### src/rtl/read_port_arbiter.sv
// Round-robin arbiter sharing one variable-latency row-read unit between two
// pulse-driven requesters, with exactly one read in flight and a timeout guard.
module read_port_arbiter #(
    parameter  int unsigned TIMEOUT = 32,
    localparam int unsigned ROW_W   = 4,
    localparam int unsigned DATA_W  = 32
) (
    input  logic              clk,
    input  logic              rst_n,
    input  logic              req0_valid,
    input  logic [ROW_W-1:0]  req0_row,
    output logic              req0_busy,
    output logic              resp0_valid,
    output logic [DATA_W-1:0] resp0_data,
    output logic              resp0_err,
    input  logic              req1_valid,
    input  logic [ROW_W-1:0]  req1_row,
    output logic              req1_busy,
    output logic              resp1_valid,
    output logic [DATA_W-1:0] resp1_data,
    output logic              resp1_err,
    output logic              mem_valid,
    output logic [ROW_W-1:0]  mem_row,
    input  logic              mem_out_valid,
    input  logic [DATA_W-1:0] mem_out
);

    localparam int unsigned     TMR_W    = 8;
    localparam logic [TMR_W-1:0] TMR_LAST = TMR_W'(TIMEOUT - 1);

    typedef enum logic {
        S_IDLE = 1'b0,
        S_WAIT = 1'b1
    } state_t;

    state_t              r_state,       w_state_nx;
    logic                r_pend0,       w_pend0_nx;
    logic                r_pend1,       w_pend1_nx;
    logic [ROW_W-1:0]    r_row0,        w_row0_nx;
    logic [ROW_W-1:0]    r_row1,        w_row1_nx;
    logic                r_owner,       w_owner_nx;
    logic                r_last_grant,  w_last_grant_nx;
    logic [TMR_W-1:0]    r_timer,       w_timer_nx;
    logic                r_mem_valid,   w_mem_valid_nx;
    logic [ROW_W-1:0]    r_mem_row,     w_mem_row_nx;
    logic                r_resp0_valid, w_resp0_valid_nx;
    logic [DATA_W-1:0]   r_resp0_data,  w_resp0_data_nx;
    logic                r_resp0_err,   w_resp0_err_nx;
    logic                r_resp1_valid, w_resp1_valid_nx;
    logic [DATA_W-1:0]   r_resp1_data,  w_resp1_data_nx;
    logic                r_resp1_err,   w_resp1_err_nx;

    logic                w_busy0;
    logic                w_busy1;
    logic                w_win;
    logic                w_done;
    logic [DATA_W-1:0]   w_rdata;
    logic                w_rerr;

    // A requester is busy while it has a latched request or owns the read in flight.
    assign w_busy0 = r_pend0 | ((r_state == S_WAIT) & ~r_owner);
    assign w_busy1 = r_pend1 | ((r_state == S_WAIT) &  r_owner);

    always_comb begin
        w_state_nx       = r_state;
        w_pend0_nx       = r_pend0;
        w_pend1_nx       = r_pend1;
        w_row0_nx        = r_row0;
        w_row1_nx        = r_row1;
        w_owner_nx       = r_owner;
        w_last_grant_nx  = r_last_grant;
        w_timer_nx       = r_timer;
        w_mem_valid_nx   = 1'b0;
        w_mem_row_nx     = r_mem_row;
        w_resp0_valid_nx = 1'b0;
        w_resp0_data_nx  = r_resp0_data;
        w_resp0_err_nx   = r_resp0_err;
        w_resp1_valid_nx = 1'b0;
        w_resp1_data_nx  = r_resp1_data;
        w_resp1_err_nx   = r_resp1_err;
        w_win            = 1'b0;
        w_done           = 1'b0;
        w_rdata          = '0;
        w_rerr           = 1'b0;

        if (req0_valid && !w_busy0) begin
            w_pend0_nx = 1'b1;
            w_row0_nx  = req0_row;
        end
        if (req1_valid && !w_busy1) begin
            w_pend1_nx = 1'b1;
            w_row1_nx  = req1_row;
        end

        unique case (r_state)
            S_IDLE: begin
                if (r_pend0 || r_pend1) begin
                    // Lone requester wins; on a tie the one not granted last time wins.
                    w_win           = (r_pend0 && r_pend1) ? ~r_last_grant : r_pend1;
                    w_mem_valid_nx  = 1'b1;
                    w_mem_row_nx    = w_win ? r_row1 : r_row0;
                    w_owner_nx      = w_win;
                    w_last_grant_nx = w_win;
                    w_timer_nx      = '0;
                    w_state_nx      = S_WAIT;
                    if (w_win) begin
                        w_pend1_nx = 1'b0;
                    end else begin
                        w_pend0_nx = 1'b0;
                    end
                end
            end
            S_WAIT: begin
                if (mem_out_valid) begin
                    w_done  = 1'b1;
                    w_rdata = mem_out;
                end else if (r_timer == TMR_LAST) begin
                    w_done = 1'b1;
                    w_rerr = 1'b1;
                end else begin
                    w_timer_nx = r_timer + TMR_W'(1);
                end

                if (w_done) begin
                    w_state_nx = S_IDLE;
                    if (r_owner) begin
                        w_resp1_valid_nx = 1'b1;
                        w_resp1_data_nx  = w_rdata;
                        w_resp1_err_nx   = w_rerr;
                    end else begin
                        w_resp0_valid_nx = 1'b1;
                        w_resp0_data_nx  = w_rdata;
                        w_resp0_err_nx   = w_rerr;
                    end
                end
            end
        endcase
    end

    always_ff @(posedge clk or negedge rst_n) begin
        if (!rst_n) begin
            r_state       <= S_IDLE;
            r_pend0       <= 1'b0;
            r_pend1       <= 1'b0;
            r_row0        <= '0;
            r_row1        <= '0;
            r_owner       <= 1'b0;
            r_last_grant  <= 1'b1;
            r_timer       <= '0;
            r_mem_valid   <= 1'b0;
            r_mem_row     <= '0;
            r_resp0_valid <= 1'b0;
            r_resp0_data  <= '0;
            r_resp0_err   <= 1'b0;
            r_resp1_valid <= 1'b0;
            r_resp1_data  <= '0;
            r_resp1_err   <= 1'b0;
        end else begin
            r_state       <= w_state_nx;
            r_pend0       <= w_pend0_nx;
            r_pend1       <= w_pend1_nx;
            r_row0        <= w_row0_nx;
            r_row1        <= w_row1_nx;
            r_owner       <= w_owner_nx;
            r_last_grant  <= w_last_grant_nx;
            r_timer       <= w_timer_nx;
            r_mem_valid   <= w_mem_valid_nx;
            r_mem_row     <= w_mem_row_nx;
            r_resp0_valid <= w_resp0_valid_nx;
            r_resp0_data  <= w_resp0_data_nx;
            r_resp0_err   <= w_resp0_err_nx;
            r_resp1_valid <= w_resp1_valid_nx;
            r_resp1_data  <= w_resp1_data_nx;
            r_resp1_err   <= w_resp1_err_nx;
        end
    end

    assign req0_busy   = w_busy0;
    assign req1_busy   = w_busy1;
    assign mem_valid   = r_mem_valid;
    assign mem_row     = r_mem_row;
    assign resp0_valid = r_resp0_valid;
    assign resp0_data  = r_resp0_data;
    assign resp0_err   = r_resp0_err;
    assign resp1_valid = r_resp1_valid;
    assign resp1_data  = r_resp1_data;
    assign resp1_err   = r_resp1_err;

endmodule

### config.mk
export PLATFORM = sky130hd
export DESIGN_NAME = read_port_arbiter
export DESIGN_NICKNAME = d
export VERILOG_FILES = /design/src/rtl/read_port_arbiter.sv
export SDC_FILE = /design/constraint.sdc
export NUM_CORES = 1
export LEC_CHECK = 0
export ABC_AREA = 0
export CAP_MARGIN = 20
export CORE_MARGIN = 2
export CORE_UTILIZATION = 48
export DETAILED_ROUTE_END_ITERATION = 10
export GPL_TIMING_DRIVEN = 1
export MAX_ROUTING_LAYER = met4
export PLACE_DENSITY = 0.81
export SYNTH_ARGS = -nofsm -noshare
export SYNTH_HDL_FRONTEND = slang
export SYNTH_SLANG_ARGS = --single-unit
### constraint.sdc
create_clock -name clk -period 2 [get_ports clk]
set_clock_uncertainty 0.05 [all_clocks]
set_input_delay 0.6 -clock clk [delete_from_list [all_inputs] [get_ports clk]]
set_output_delay 0.6 -clock clk [all_outputs]
set_load 0.02 [all_outputs]
# Word level (Yosys, flattened, before mapping)
# Index checks and enable logic that the tools add are counted.
# op_classes
n_addsub	1
n_eq_ne	4
n_mux	29
bitwise	7
n_reduce_logical	10
# op_table
cell	n
two-way mux 32 bit	1
two-way mux 8 bit	3
two-way mux 1 bit	22
case mux 8 bit (2 select lines)	1
AND reduction 3 bit	3
adder 8 x 1 -> 8 bit (second input constant)	1
equality test 8 x 5 -> 1 bit (second input constant)	1
!= test 2 bit (second input constant)	3
two-way mux 4 bit	1
logical AND 1 bit	3
inverter 1 bit	3
bitwise AND 1 bit	2
zero test 1 bit	2
bitwise OR 1 bit	2
case mux 1 bit (2 select lines)	1
AND reduction 2 bit	1
logical OR 1 bit	1
# totals
register_bits	94
in_bits	45
out_inout_bits	75
elab_cells	67

# Longest topological paths before layout
# logic_depth
depth_word	9
depth_mapped	6

# Least setup slack after synthesis
# No wires, ideal clock.
# synth_timing
kind	flip-flop to flip-flop
startpoint	register r_timer[0]
endpoint	register r_resp0_data[3] (netlist: resp0_data[3])
arrival_time_ns	1.382
required_ns	1.820
path_slack_ns	0.437
path_stages_with_launch	7
path_buffers	2
synth_period_minus_slack_ns	1.563
cell_sequence	dfrtp_1 > ha_1 > nand4_1 > o21ai_2 > buf_4 > buf_2 > o21ai_0
# synth_via
elab_chain_len	5
# synth_rtl
item	line	text
start, declared	43	logic [TMR_W-1:0] r_timer, w_timer_nx;
start signal, assigned	166	r_timer <= w_timer_nx;
equality test 8 x 5 -> 1 bit	117	end else if (r_timer == TMR_LAST) begin
two-way mux 1 bit	117	
two-way mux 1 bit	114	if (mem_out_valid) begin
two-way mux 1 bit	95	unique case (r_state)
AND reduction 3 bit (no source line)	n/a	
end signal, assigned	170	r_resp0_data <= w_resp0_data_nx;
end, declared	47	logic [DATA_W-1:0] r_resp0_data, w_resp0_data_nx;
# No other way between the ends. The select of a mux whose other input is x is not followed.
# A chain may end at the register's enable or synchronous reset.

# Final worst setup path
# layout_timing
startpoint	register r_resp0_valid (netlist: resp0_valid)
endpoint	output port resp0_valid
# layout_rtl
item	line	text
start, declared	46	logic r_resp0_valid, w_resp0_valid_nx;
start signal, assigned	169	r_resp0_valid <= w_resp0_valid_nx;
end, declared	13	output logic resp0_valid,
# No word-level cell between the ends.

==> results.py <==
metrics = {
    "power_and_ir_drop": {
        "irDropWorstVdd_mv": 0.906,
        "leakage_nw": 2.79,
        "p_total_w": 0.00909,
        "p_per_area_mw_per_mm2": 1580,
    },
    "floorplanning": {
        "core_area_mm2": 0.00830,
        "row_count": 33,
        "die-area_mm2": 0.00943,
        "num_io_pins": 120,
        "start_util_pct": 50.2,
        "die_width_um": 97.1,
        "die_h_um": 97.1,
    },
    "global_route": {
        "grt_pass1_vias": 3580,
        "grt_pass1_wl_mm": 17.8,
        "grt-ovfl-total": 0,
        "grt_use_total_pct": 24.0,
        "antenna_found_initial": 0,
        "grt_max_degree": 37,
    },
    "synthesis": {
        "synthesis.area_mm2": 0.00416,
        "ys_async_sr_fraction_pct": 100,
        "synthFlopType": "dfrtp_1",
        "synth_nets": 453,
        "syn_area_per_cell_um2": 10.2,
        "synthCells": 407,
        "synth.distinct_cells": 44,
        "synth.most_common_cell": "dfrtp_1",
        "synth-edff-count": 0,
        "yosysTopAreaCellShare_pct": 55.9,
        "ys_top_cells_by_area": "dfrtp_1 56%, a22oi_1 12%, o21ai_0 7.9%",
        "ys_ff_latch": 94,
        "yosys-top-cells-count": "93 x dfrtp_1, 72 x inv_1, 66 x o21ai_0, 64 x a22oi_1",
        "synth_area_leader_cell": "dfrtp_1",
        "yosysWarnings": 0,
        "seq_area_frac_synth_pct": 56.5,
    },
    "timing": {
        "slew_viol_final": 0,
        "fin_crit_ns": 1.93,
        "fmax_mhz": 519,
        "worst_pin_slew_ns": 0.456,
        "setup_tns_ns": 0,
        "slew_headroom_pct": 69.6,
        "setup_viol": 0,
        "rsz0062_at_grt": "no",
        "final_hold_viol_count": 0,
        "fin_crit_sh_pct": 96.4,
    },
    "placed_design": {
        "port_buffers": 119,
        "placedCellCount": 628,
        "gp_congestion": 0.903,
        "dp_hpwl_mm": 7.46,
    },
    "final_layout": {
        "final_cells": 643,
        "finalNetCount": 580,
        "multi_input_area_mm2": 0.00143,
        "diodes": 0,
        "seq_area_mm2": 0.00235,
        "syn2layout_area_growth_pct": 38.4,
        "final.fill_count": 660,
        "drive_gt1_share_pct": 10.4,
    },
    "drt": {
        "drc": 0,
        "drt-initial-drc-count": 217,
        "firstDrtPassIters": 6,
        "wl_per_cell_um": 16.9,
        "viasPerCell": 5.57,
        "dr_total_vias": 3583,
        "drt_wl_total_mm": 10.9,
        "postRouteAntennaNets": 0,
    },
    "clocking": {
        "worstSkewPairLatency_ns": 0.35,
        "cts_max_level": 3,
        "cts_root_buf": "clkbuf_8",
        "clk_pin_slew_ns": 0.09,
        "hold_buffers": 0,
        "post_cts_buffers": 0,
        "numCtsBuffers": 9,
        "clock_path_buffers": 2,
        "clock_sinks": 94,
        "cts_tree": "yes",
    },
    "critical_path": {
        "cp_slowest_stage_delay_ns": 0.59,
        "worstPathArrival_ns": 1.28,
        "start_kind": "flip-flop",
        "crit_slowest_cell": "clkdlybuf4s50_1",
        "crit_type": "flip-flop to output pin",
        "required_ns": 1.35,
        "critPathBufInv": 1,
        "cp-end-kind": "output pin",
        "crit_chain": "clkdlybuf4s50_1",
        "critPathMaxFanout": 1,
        "path_delay_family": "buffers and inverters",
    },
    "worst_hold_path": {
        "hold_class": "input pin to async pin",
    },
    "status": {
        "status": "complete, no violations",
    },
    "flow_run": {
        "max_cap_viol_count": 0,
    },
}
## where the power goes
part / internal (W) / switching, W
Combinational: 0.00180 / 0.00240
Clock: 0.000862 / 0.000650
Sequential: 0.00274 / 0.000635
Total: 0.00540 / 0.00369
## repair_timing
| action | in CTS | in global routing |
|---|---|---|
| pin swaps | 0 | 0 |
| resized for setup | 68 | 8 |
| endpoints found under the setup margin | 67 | 7 |
## cell usage in the layout, fill, tap and decap left out, types with 3 or more instances in the layout
master	netlist	routed
bufinv_16	0	3
dlymetal6s2s_1	0	5
nand2b_1	4	4
o21ai_0	66	66
mux2i_1	6	6
clkdlybuf4s50_1	0	46
mux2_2	8	8
buf_4	1	20
o211ai_1	3	3
nand2_1	13	13
o21ai_1	3	3
clkbuf_8	0	10
dfrtp_1	93	93
nand3_1	3	3
or3_1	3	3
dlygate4sd2_1	0	65
a21oi_1	9	9
a22oi_1	64	64
buf_12	0	4
inv_1	72	72
## path summary, 6_finish.rpt
path,start,to,slack [ns],cells after the start
min in group clk,mem_row[3],mem_row[3],0.43,2
worst max-delay path,resp0_valid,resp0_valid,0.07,1
worst max register to register,r_owner,r_row0[2],0.19,4
max in group asynchronous,rst_n,r_last_grant,1.22,2
worst min-delay path,rst_n,mem_row[1],0.10,1
worst min register to register,mem_row[3],mem_row[3],0.43,2
## per-layer routing
layer  wire length, um  GRT usage [%]
met1              4500           30.1
met2              5450           39.3
met3               772           4.53
met4               167           8.45
met5                 0              -
## area by class of cell
type                       instances  area share, %
multi-input combinational        215           24.8
tap                              105           2.28
timing repair buffer             142           23.1
clock inverter                     5           1.85
inverter                          72           4.69
sequential                        94           40.8
clock buffer                      10           2.39
## state kept, by name, indices dropped and copies added, names as in the netlist
signal,cells
mem_row,4
mem_valid,1
r_last_grant,1
r_owner,1
r_pend0,1
r_pend1,1
r_row0,4
r_row1,4
r_state,1
r_timer,8
resp0_data,32
resp0_err,1
resp0_valid,1
resp1_data,32
resp1_err,1
resp1_valid,1
## cell families after synthesis
logic type | count (synthesis) | synth area share (%)
AO/OA/AOI/OAI | 160 | 24.6
adder cells (fa/ha/maj) | 1 | 0.301
buffers and inverters | 98 | 9.29
flip-flops | 94 | 56.5
multiplexers | 14 | 3.61
AND/OR/NAND/NOR | 40 | 5.71
## metrics by stage
stage / util [%] / worst slack, ns / hold slack, ns / cell area, um2
finish: 69.4 / 0.0722 / 0.102 / 5760
global route: 69.4 / 0.0131 / 0.0974 / 5760
CTS: 69.4 / 0.00278 / 0.0937 / 5760
detailed placement: 67.4 / -0.0628 / 0.424 / 5600
global placement: 67.4 / -0.0206 / 0.417 / 5600
floorplan: - / 0.437 / 0.254 / 4160
Power figures use the tool's default switching activity.
